===== src/rtl/ones_window_counter_pkg.sv =====
// Shared types and constants for the windowed ones counter feeding the 3-bit rounder.
package ones_window_counter_pkg;

    localparam int unsigned CNT_W      = 3;
    localparam int unsigned WINDOW_MAX = 7;

    typedef enum logic {
        ACCUM = 1'b0,
        HOLD  = 1'b1
    } state_t;

    function automatic bit window_legal(input int unsigned w);
        return (w >= 1) && (w <= WINDOW_MAX);
    endfunction

endpackage


===== src/rtl/ones_window_counter_if.sv =====
// Sample-in / count-out handshake bundle for ones_window_counter.
interface ones_window_counter_if;
    import ones_window_counter_pkg::*;

    logic             bit_in;
    logic             bit_valid;
    logic             bit_ready;
    logic [CNT_W-1:0] cnt_out;
    logic             cnt_valid;
    logic             cnt_ready;

    // master: the surrounding sample source and count sink
    modport master (
        output bit_in, bit_valid, cnt_ready,
        input  bit_ready, cnt_out, cnt_valid
    );

    modport slave (
        input  bit_in, bit_valid, cnt_ready,
        output bit_ready, cnt_out, cnt_valid
    );

endinterface


===== src/rtl/ones_window_counter.sv =====
// Counts ones over WINDOW accepted serial samples and presents the 3-bit count
// under valid/ready backpressure.
module ones_window_counter
    import ones_window_counter_pkg::*;
#(
    parameter int unsigned WINDOW = 7
) (
    input  logic                 clk,
    input  logic                 rst,
    ones_window_counter_if.slave bus
);

    if (!window_legal(WINDOW)) begin : g_window_check
        $error("ones_window_counter: WINDOW=%0d outside 1..%0d", WINDOW, WINDOW_MAX);
    end

    localparam logic [CNT_W-1:0] LAST_IDX = CNT_W'(WINDOW - 1);

    state_t           state_q, state_d;
    logic [CNT_W-1:0] acc_q, acc_d;
    logic [CNT_W-1:0] idx_q, idx_d;
    logic [CNT_W-1:0] cnt_q, cnt_d;
    logic             valid_q, valid_d;
    logic [CNT_W-1:0] acc_plus;
    logic             accept;
    logic             xfer;
    logic             last;

    // bit_ready depends only on state and cnt_ready, never on bit_valid
    assign bus.bit_ready = (state_q == ACCUM) ? 1'b1 : bus.cnt_ready;
    assign bus.cnt_out   = cnt_q;
    assign bus.cnt_valid = valid_q;

    assign accept   = bus.bit_valid & bus.bit_ready;
    assign xfer     = valid_q & bus.cnt_ready;
    assign last     = (idx_q == LAST_IDX);
    assign acc_plus = acc_q + CNT_W'(bus.bit_in);

    always_comb begin
        state_d = state_q;
        acc_d   = acc_q;
        idx_d   = idx_q;
        cnt_d   = cnt_q;
        valid_d = valid_q;
        unique case (state_q)
            ACCUM: begin
                if (accept) begin
                    if (last) begin
                        cnt_d   = acc_plus;
                        valid_d = 1'b1;
                        acc_d   = '0;
                        idx_d   = '0;
                        state_d = HOLD;
                    end else begin
                        acc_d = acc_plus;
                        idx_d = idx_q + CNT_W'(1);
                    end
                end
            end
            HOLD: begin
                // In HOLD an accept implies a transfer, so a completing sample
                // reloads the count in place and the pending flag stays set.
                if (xfer) begin
                    if (accept && last) begin
                        cnt_d = acc_plus;
                        acc_d = '0;
                        idx_d = '0;
                    end else begin
                        if (accept) begin
                            acc_d = acc_plus;
                            idx_d = idx_q + CNT_W'(1);
                        end
                        valid_d = 1'b0;
                        state_d = ACCUM;
                    end
                end
            end
            default: state_d = ACCUM;
        endcase
    end

    always_ff @(posedge clk) begin
        if (rst) begin
            state_q <= ACCUM;
            acc_q   <= '0;
            idx_q   <= '0;
            cnt_q   <= '0;
            valid_q <= 1'b0;
        end else begin
            state_q <= state_d;
            acc_q   <= acc_d;
            idx_q   <= idx_d;
            cnt_q   <= cnt_d;
            valid_q <= valid_d;
        end
    end

endmodule


===== src/flat_wrapper.sv =====
// flat-port wrapper written by rule: the top's interface ports become plain ports
module ones_window_counter_flat import ones_window_counter_pkg::*;
#(
    parameter int unsigned WINDOW = 7
)
  (clk, rst, bus_bit_in, bus_bit_valid, bus_cnt_ready, bus_bit_ready, bus_cnt_out, bus_cnt_valid);
  ones_window_counter_if bus_i ();
  input  logic clk;
  input  logic rst;
  input wire logic [$bits(bus_i.bit_in)-1:0] bus_bit_in;
  input wire logic [$bits(bus_i.bit_valid)-1:0] bus_bit_valid;
  input wire logic [$bits(bus_i.cnt_ready)-1:0] bus_cnt_ready;
  output wire logic [$bits(bus_i.bit_ready)-1:0] bus_bit_ready;
  output wire logic [$bits(bus_i.cnt_out)-1:0] bus_cnt_out;
  output wire logic [$bits(bus_i.cnt_valid)-1:0] bus_cnt_valid;
  assign bus_i.bit_in = bus_bit_in;
  assign bus_i.bit_valid = bus_bit_valid;
  assign bus_i.cnt_ready = bus_cnt_ready;
  assign bus_bit_ready = bus_i.bit_ready;
  assign bus_cnt_out = bus_i.cnt_out;
  assign bus_cnt_valid = bus_i.cnt_valid;
  ones_window_counter #(.WINDOW(WINDOW)) u_core (.clk(clk), .rst(rst), .bus(bus_i));
endmodule

===== config.mk =====
export PLATFORM = sky130hd
export DESIGN_NAME = ones_window_counter_flat
export DESIGN_NICKNAME = d
export VERILOG_FILES = /design/src/rtl/ones_window_counter_pkg.sv /design/src/rtl/ones_window_counter_if.sv /design/src/rtl/ones_window_counter.sv /design/src/flat_wrapper.sv
export SDC_FILE = /design/constraint.sdc
export NUM_CORES = 1
export LEC_CHECK = 0
export BUFFER_PORTS_ARGS = -buffer_cell sky130_fd_sc_hd__buf_2
export CORE_AREA = 5 5 42 44
export CTS_CLUSTER_DIAMETER = 40
export DETAILED_ROUTE_END_ITERATION = 10
export DIE_AREA = 0 0 47 49
export SYNTH_ARGS = -nofsm -noshare
export SYNTH_HDL_FRONTEND = slang
export SYNTH_SLANG_ARGS = --single-unit

===== constraint.sdc =====
create_clock -name clk -period 2.2 [get_ports clk]
set_input_delay 0.55 -clock clk [delete_from_list [all_inputs] [get_ports clk]]
set_output_delay 0.55 -clock clk [all_outputs]
set_load 0.02 [all_outputs]

==> report_table.html <==
<table>
<tr><th>Metric</th><th>Value</th></tr>
<tr><th colspan="2">Floorplanning</th></tr>
<tr><td>DIE WIDTH</td><td>47 um</td></tr>
<tr><td>Initial cell density of the core</td><td>39.82%</td></tr>
<tr><td>Std cell rows</td><td>14</td></tr>
<tr><td>Die Outline Area</td><td>2303 um2</td></tr>
<tr><td>Io pins</td><td>10</td></tr>
<tr><td>Core box area</td><td>1401 um2</td></tr>
<tr><td>Die height</td><td>49 um</td></tr>
<tr><th colspan="2">Synthesis</th></tr>
<tr><td>Post-synthesis instance area</td><td>558.0 um2</td></tr>
<tr><td>Post-synth top area cell</td><td>sky130_fd_sc_hd__dfxtp_1</td></tr>
<tr><td>Yosys reg bits</td><td>11</td></tr>
<tr><td>Cell types occupying the most area after synthesis</td><td>sky130_fd_sc_hd__dfxtp_1 (39%), sky130_fd_sc_hd__ha_1 (9.0%), sky130_fd_sc_hd__a21oi_1 (8.1%)</td></tr>
<tr><td>Mean Syn Cell Area</td><td>9.001 um2</td></tr>
<tr><td>Synth Net Count</td><td>71</td></tr>
<tr><td>Register area share after synthesis</td><td>39.46%</td></tr>
<tr><td>Synth top area share</td><td>39.46%</td></tr>
<tr><td>Synthesis warning total</td><td>0</td></tr>
<tr><td>Mapped Cells</td><td>62</td></tr>
<tr><td>Distinct cells, synth</td><td>23</td></tr>
<tr><th colspan="2">Critical path</th></tr>
<tr><td>Critical Path RT</td><td>1.65 ns</td></tr>
<tr><td>Max FO, Critical Path</td><td>5</td></tr>
<tr><td>Kind of capture point of the worst setup path</td><td>output port</td></tr>
<tr><td>Critical path class</td><td>primary input to output port</td></tr>
<tr><td>Worst Path Arrival</td><td>0.97 ns</td></tr>
<tr><td>Critical Path Start Type</td><td>primary input</td></tr>
<tr><th colspan="2">STA</th></tr>
<tr><td>Fin worst setup slack</td><td>0.6843 ns</td></tr>
<tr><td>Final Skew</td><td>0.003048 ns</td></tr>
<tr><td>Min Clock Period, post-route</td><td>1.516 ns</td></tr>
<tr><td>Transition at the pin with the smallest max-transition slack</td><td>0.3494 ns</td></tr>
<tr><td>Final-report setup violation count</td><td>0</td></tr>
<tr><td>Unrepaired setup endpoints after global routing</td><td>false</td></tr>
<tr><td>Sum of negative setup slack</td><td>0 ns</td></tr>
<tr><td>Part of the cycle the worst path needs</td><td>68.90%</td></tr>
<tr><td>Max-slew violation count</td><td>0</td></tr>
<tr><td>Relative slew slack</td><td>76.71%</td></tr>
<tr><td>Maximum operating frequency</td><td>659.8 MHz</td></tr>
<tr><td>Endpoints failing hold</td><td>0</td></tr>
<tr><th colspan="2">GRT</th></tr>
<tr><td>Aggregate global-route resource usage</td><td>11.45%</td></tr>
<tr><td>Number of global-route vias before repair</td><td>473</td></tr>
<tr><td>Initial antenna violation count</td><td>0</td></tr>
<tr><td>Global-route wire length before repair</td><td>1959 um</td></tr>
<tr><td>Maximum number of pins on one net before global-route repair</td><td>13</td></tr>
<tr><td>GR Overflow Total</td><td>0</td></tr>
<tr><th colspan="2">Pwr</th></tr>
<tr><td>Net Sw Frac</td><td>23.27%</td></tr>
<tr><td>Proportion of power drawn by the clock network</td><td>35.7%</td></tr>
<tr><td>Internal power</td><td>0.2888 mW</td></tr>
<tr><td>Max IR drop VDD</td><td>0.0002375 V</td></tr>
<tr><td>Sw Pwr</td><td>0.08762 mW</td></tr>
<tr><td>Portion of total power attributed to sequential cells</td><td>55.4%</td></tr>
<tr><td>Leakage power total</td><td>0.2576 nW</td></tr>
<tr><td>Share of total power in combinational logic</td><td>8.9%</td></tr>
<tr><td>P per Cell Area</td><td>594.6 nW/um2</td></tr>
<tr><th colspan="2">Route</th></tr>
<tr><td>Vias post-DR</td><td>487</td></tr>
<tr><td>Number of nets with antenna violations after detailed routing</td><td>0</td></tr>
<tr><td>First drt pass iteration count</td><td>4</td></tr>
<tr><td>Post-route DRC</td><td>0</td></tr>
<tr><td>Detailed Route WL</td><td>1109 um</td></tr>
<tr><td>DR WL/cell</td><td>12.60 um</td></tr>
<tr><td>Vias/cell</td><td>5.534</td></tr>
<tr><td>Drt first-iter violations</td><td>6</td></tr>
<tr><th colspan="2">Clock network</th></tr>
<tr><td>Number of gates resized after CTS</td><td>0</td></tr>
<tr><td>Clock tree from TritonCTS</td><td>done</td></tr>
<tr><td>Number of buffers created by CTS</td><td>3</td></tr>
<tr><td># Post-CTS Setup Buffers</td><td>0</td></tr>
<tr><td>Number of buffers between clock root and the deepest sink</td><td>2</td></tr>
<tr><td>H-tree depth</td><td>1</td></tr>
<tr><td>Clk_lat worst skew</td><td>0.26 ns</td></tr>
<tr><td>Clock slew seen by the registers of the worst setup and hold paths</td><td>0.07 ns</td></tr>
<tr><td>Clk Tree Root Cell</td><td>sky130_fd_sc_hd__clkbuf_4</td></tr>
<tr><td>Post-CTS Hold Fix Bufs</td><td>0</td></tr>
<tr><td>Number of clock sinks</td><td>11</td></tr>
<tr><th colspan="2">Place</th></tr>
<tr><td>Half-perimeter wire length after placement</td><td>836.2 um</td></tr>
<tr><td>Post-placement worst setup slack</td><td>0.6204 ns</td></tr>
<tr><td>Final estimated routing congestion in global placement</td><td>0.7112</td></tr>
<tr><td>Post-placement cell area</td><td>606.8 um2</td></tr>
<tr><td>I/O Buffers</td><td>9</td></tr>
<tr><th colspan="2">Cells and area</th></tr>
<tr><td>Nets@finish</td><td>82</td></tr>
<tr><td>Area growth from synthesis to final layout</td><td>13.45%</td></tr>
<tr><td>Filler Cells Inserted</td><td>162</td></tr>
<tr><td>Final std cell area, no fill</td><td>633.1 um2</td></tr>
<tr><td>Share of post-route cells with drive strength above 1</td><td>20.83%</td></tr>
<tr><td>Antenna diode count</td><td>0</td></tr>
<tr><th colspan="2">Min path</th></tr>
<tr><td>Hold crit path type</td><td>flip-flop to flip-flop</td></tr>
<tr><th colspan="2">Flow run</th></tr>
<tr><td>Number of maximum-capacitance violations</td><td>0</td></tr>
<tr><th colspan="2">Status</th></tr>
<tr><td>Result of the run</td><td>finished clean</td></tr>
</table>
## through the flow
| step | power (mW) | std cells | util [%] | hold slack (ns) |
|---|---|---|---|---|
| after floorplan | 0.2367 | 62 | - | 0.4538 |
| after global placement | 0.2465 | 84 | 43.30 | 0.4661 |
| after detailed placement | 0.2470 | 84 | 43.30 | 0.4723 |
| after CTS | 0.3820 | 88 | 45.18 | 0.4836 |
| after global routing | 0.4019 | 88 | 45.18 | 0.4874 |
| final | 0.3765 | 88 | 45.18 | 0.4820 |
## synth_stat cells
cell                        number
sky130_fd_sc_hd__a21bo_1         1
sky130_fd_sc_hd__a21boi_1        1
sky130_fd_sc_hd__a21boi_2        1
sky130_fd_sc_hd__a21o_1          1
sky130_fd_sc_hd__a21oi_1         9
sky130_fd_sc_hd__a311oi_2        2
sky130_fd_sc_hd__a31oi_1         2
sky130_fd_sc_hd__and3_1          1
sky130_fd_sc_hd__buf_1           1
sky130_fd_sc_hd__buf_2           1
sky130_fd_sc_hd__buf_4           1
sky130_fd_sc_hd__dfxtp_1        11
sky130_fd_sc_hd__ha_1            4
sky130_fd_sc_hd__inv_1           2
sky130_fd_sc_hd__nand2_1         2
sky130_fd_sc_hd__nand2b_1        1
sky130_fd_sc_hd__nand3_1         4
sky130_fd_sc_hd__nor2_1          2
sky130_fd_sc_hd__nor2b_1         2
sky130_fd_sc_hd__o2111ai_1       3
sky130_fd_sc_hd__o21a_1          1
sky130_fd_sc_hd__o21ai_0         8
sky130_fd_sc_hd__or3_1           1
## layer usage
layer  vias to the layer above  GRT usage [%]  wire length [um]
met5                         -              0                 0
met4                         0          4.147                 0
met3                         0          4.428                58
met2                         7          16.74               512
met1                       228          14.89               538
li1                        252              -                 -
## power by group through the flow
stage                     logic [mW]  registers [mW]  clock network, mW
after floorplan               0.0242           0.212                  0
after CTS                     0.0339           0.208              0.140
after global placement        0.0335           0.213                  0
after global routing          0.0391           0.209              0.153
final                         0.0337           0.209              0.134
after detailed placement      0.0339           0.213                  0
## layout make-up
class                           instances  area [um2]  share of cell area [%]
Sequential cell                        11       220.2                   34.78
Tap cell                               16       20.02                   3.162
Multi-Input combinational cell         46       314.1                   49.60
Inverter                                2       7.507                   1.186
Timing Repair Buffer                    9       45.04                   7.115
Clock buffer                            4       26.28                   4.150
## worst paths after layout
| path | from | end | slack [ns] | cells past startpoint |
|---|---|---|---|---|
| worst max-delay path | bus_cnt_ready | bus_bit_ready | 0.68 | 3 |
| worst min-delay path | u_core.bus.cnt_out[1]$_SDFFE_PP0P_ | u_core.bus.cnt_out[1]$_SDFFE_PP0P_ | 0.48 | 2 |
| worst max register to register | u_core.idx_q[0]$_SDFFE_PP0P_ | u_core.idx_q[1]$_SDFFE_PP0P_ | 0.78 | 5 |
| worst min register to register | u_core.bus.cnt_out[1]$_SDFFE_PP0P_ | u_core.bus.cnt_out[1]$_SDFFE_PP0P_ | 0.48 | 2 |
## worst max-delay path: stages
cell and delay [ns]:
sky130_fd_sc_hd__buf_2 0.13, sky130_fd_sc_hd__nand2b_1 0.13, sky130_fd_sc_hd__buf_2 0.15
## cell usage in the layout (no fill, tap or decap)
master / count
sky130_fd_sc_hd__clkbuf_4: 3
sky130_fd_sc_hd__a311oi_2: 2
sky130_fd_sc_hd__a21o_1: 1
sky130_fd_sc_hd__nand2b_1: 1
sky130_fd_sc_hd__a21oi_1: 9
sky130_fd_sc_hd__nand3_1: 4
sky130_fd_sc_hd__inv_1: 2
sky130_fd_sc_hd__a21boi_2: 1
sky130_fd_sc_hd__a21boi_1: 1
sky130_fd_sc_hd__dfxtp_1: 11
sky130_fd_sc_hd__or3_1: 1
sky130_fd_sc_hd__nor2_1: 2
sky130_fd_sc_hd__buf_2: 9
sky130_fd_sc_hd__nand2_1: 2
sky130_fd_sc_hd__clkbuf_1: 1
sky130_fd_sc_hd__ha_1: 4
sky130_fd_sc_hd__a31oi_1: 2
sky130_fd_sc_hd__a21bo_1: 1
sky130_fd_sc_hd__and3_1: 1
sky130_fd_sc_hd__o21a_1: 1
sky130_fd_sc_hd__o2111ai_1: 3
sky130_fd_sc_hd__nor2b_1: 2
sky130_fd_sc_hd__o21ai_0: 8
## sequential cells by signal (all words and copies together) (netlist names)
register and cells:
u_core.idx_q 3, u_core.bus.cnt_valid 1, u_core.acc_q 3, u_core.state_q 1
u_core.bus.cnt_out 3
## cells by family (layout without fill, tap and decap cells)
logic type,after synthesis,count (layout),synth area share [%]
buffers and inverters,5,15,4.260
AOI/OAI and AO/OA,29,29,35.43
adders and majority gates,4,4,8.969
DFF,11,11,39.46
and+or+nand+nor,13,13,11.89
No activity file was read; power rests on OpenSTA's default activity.
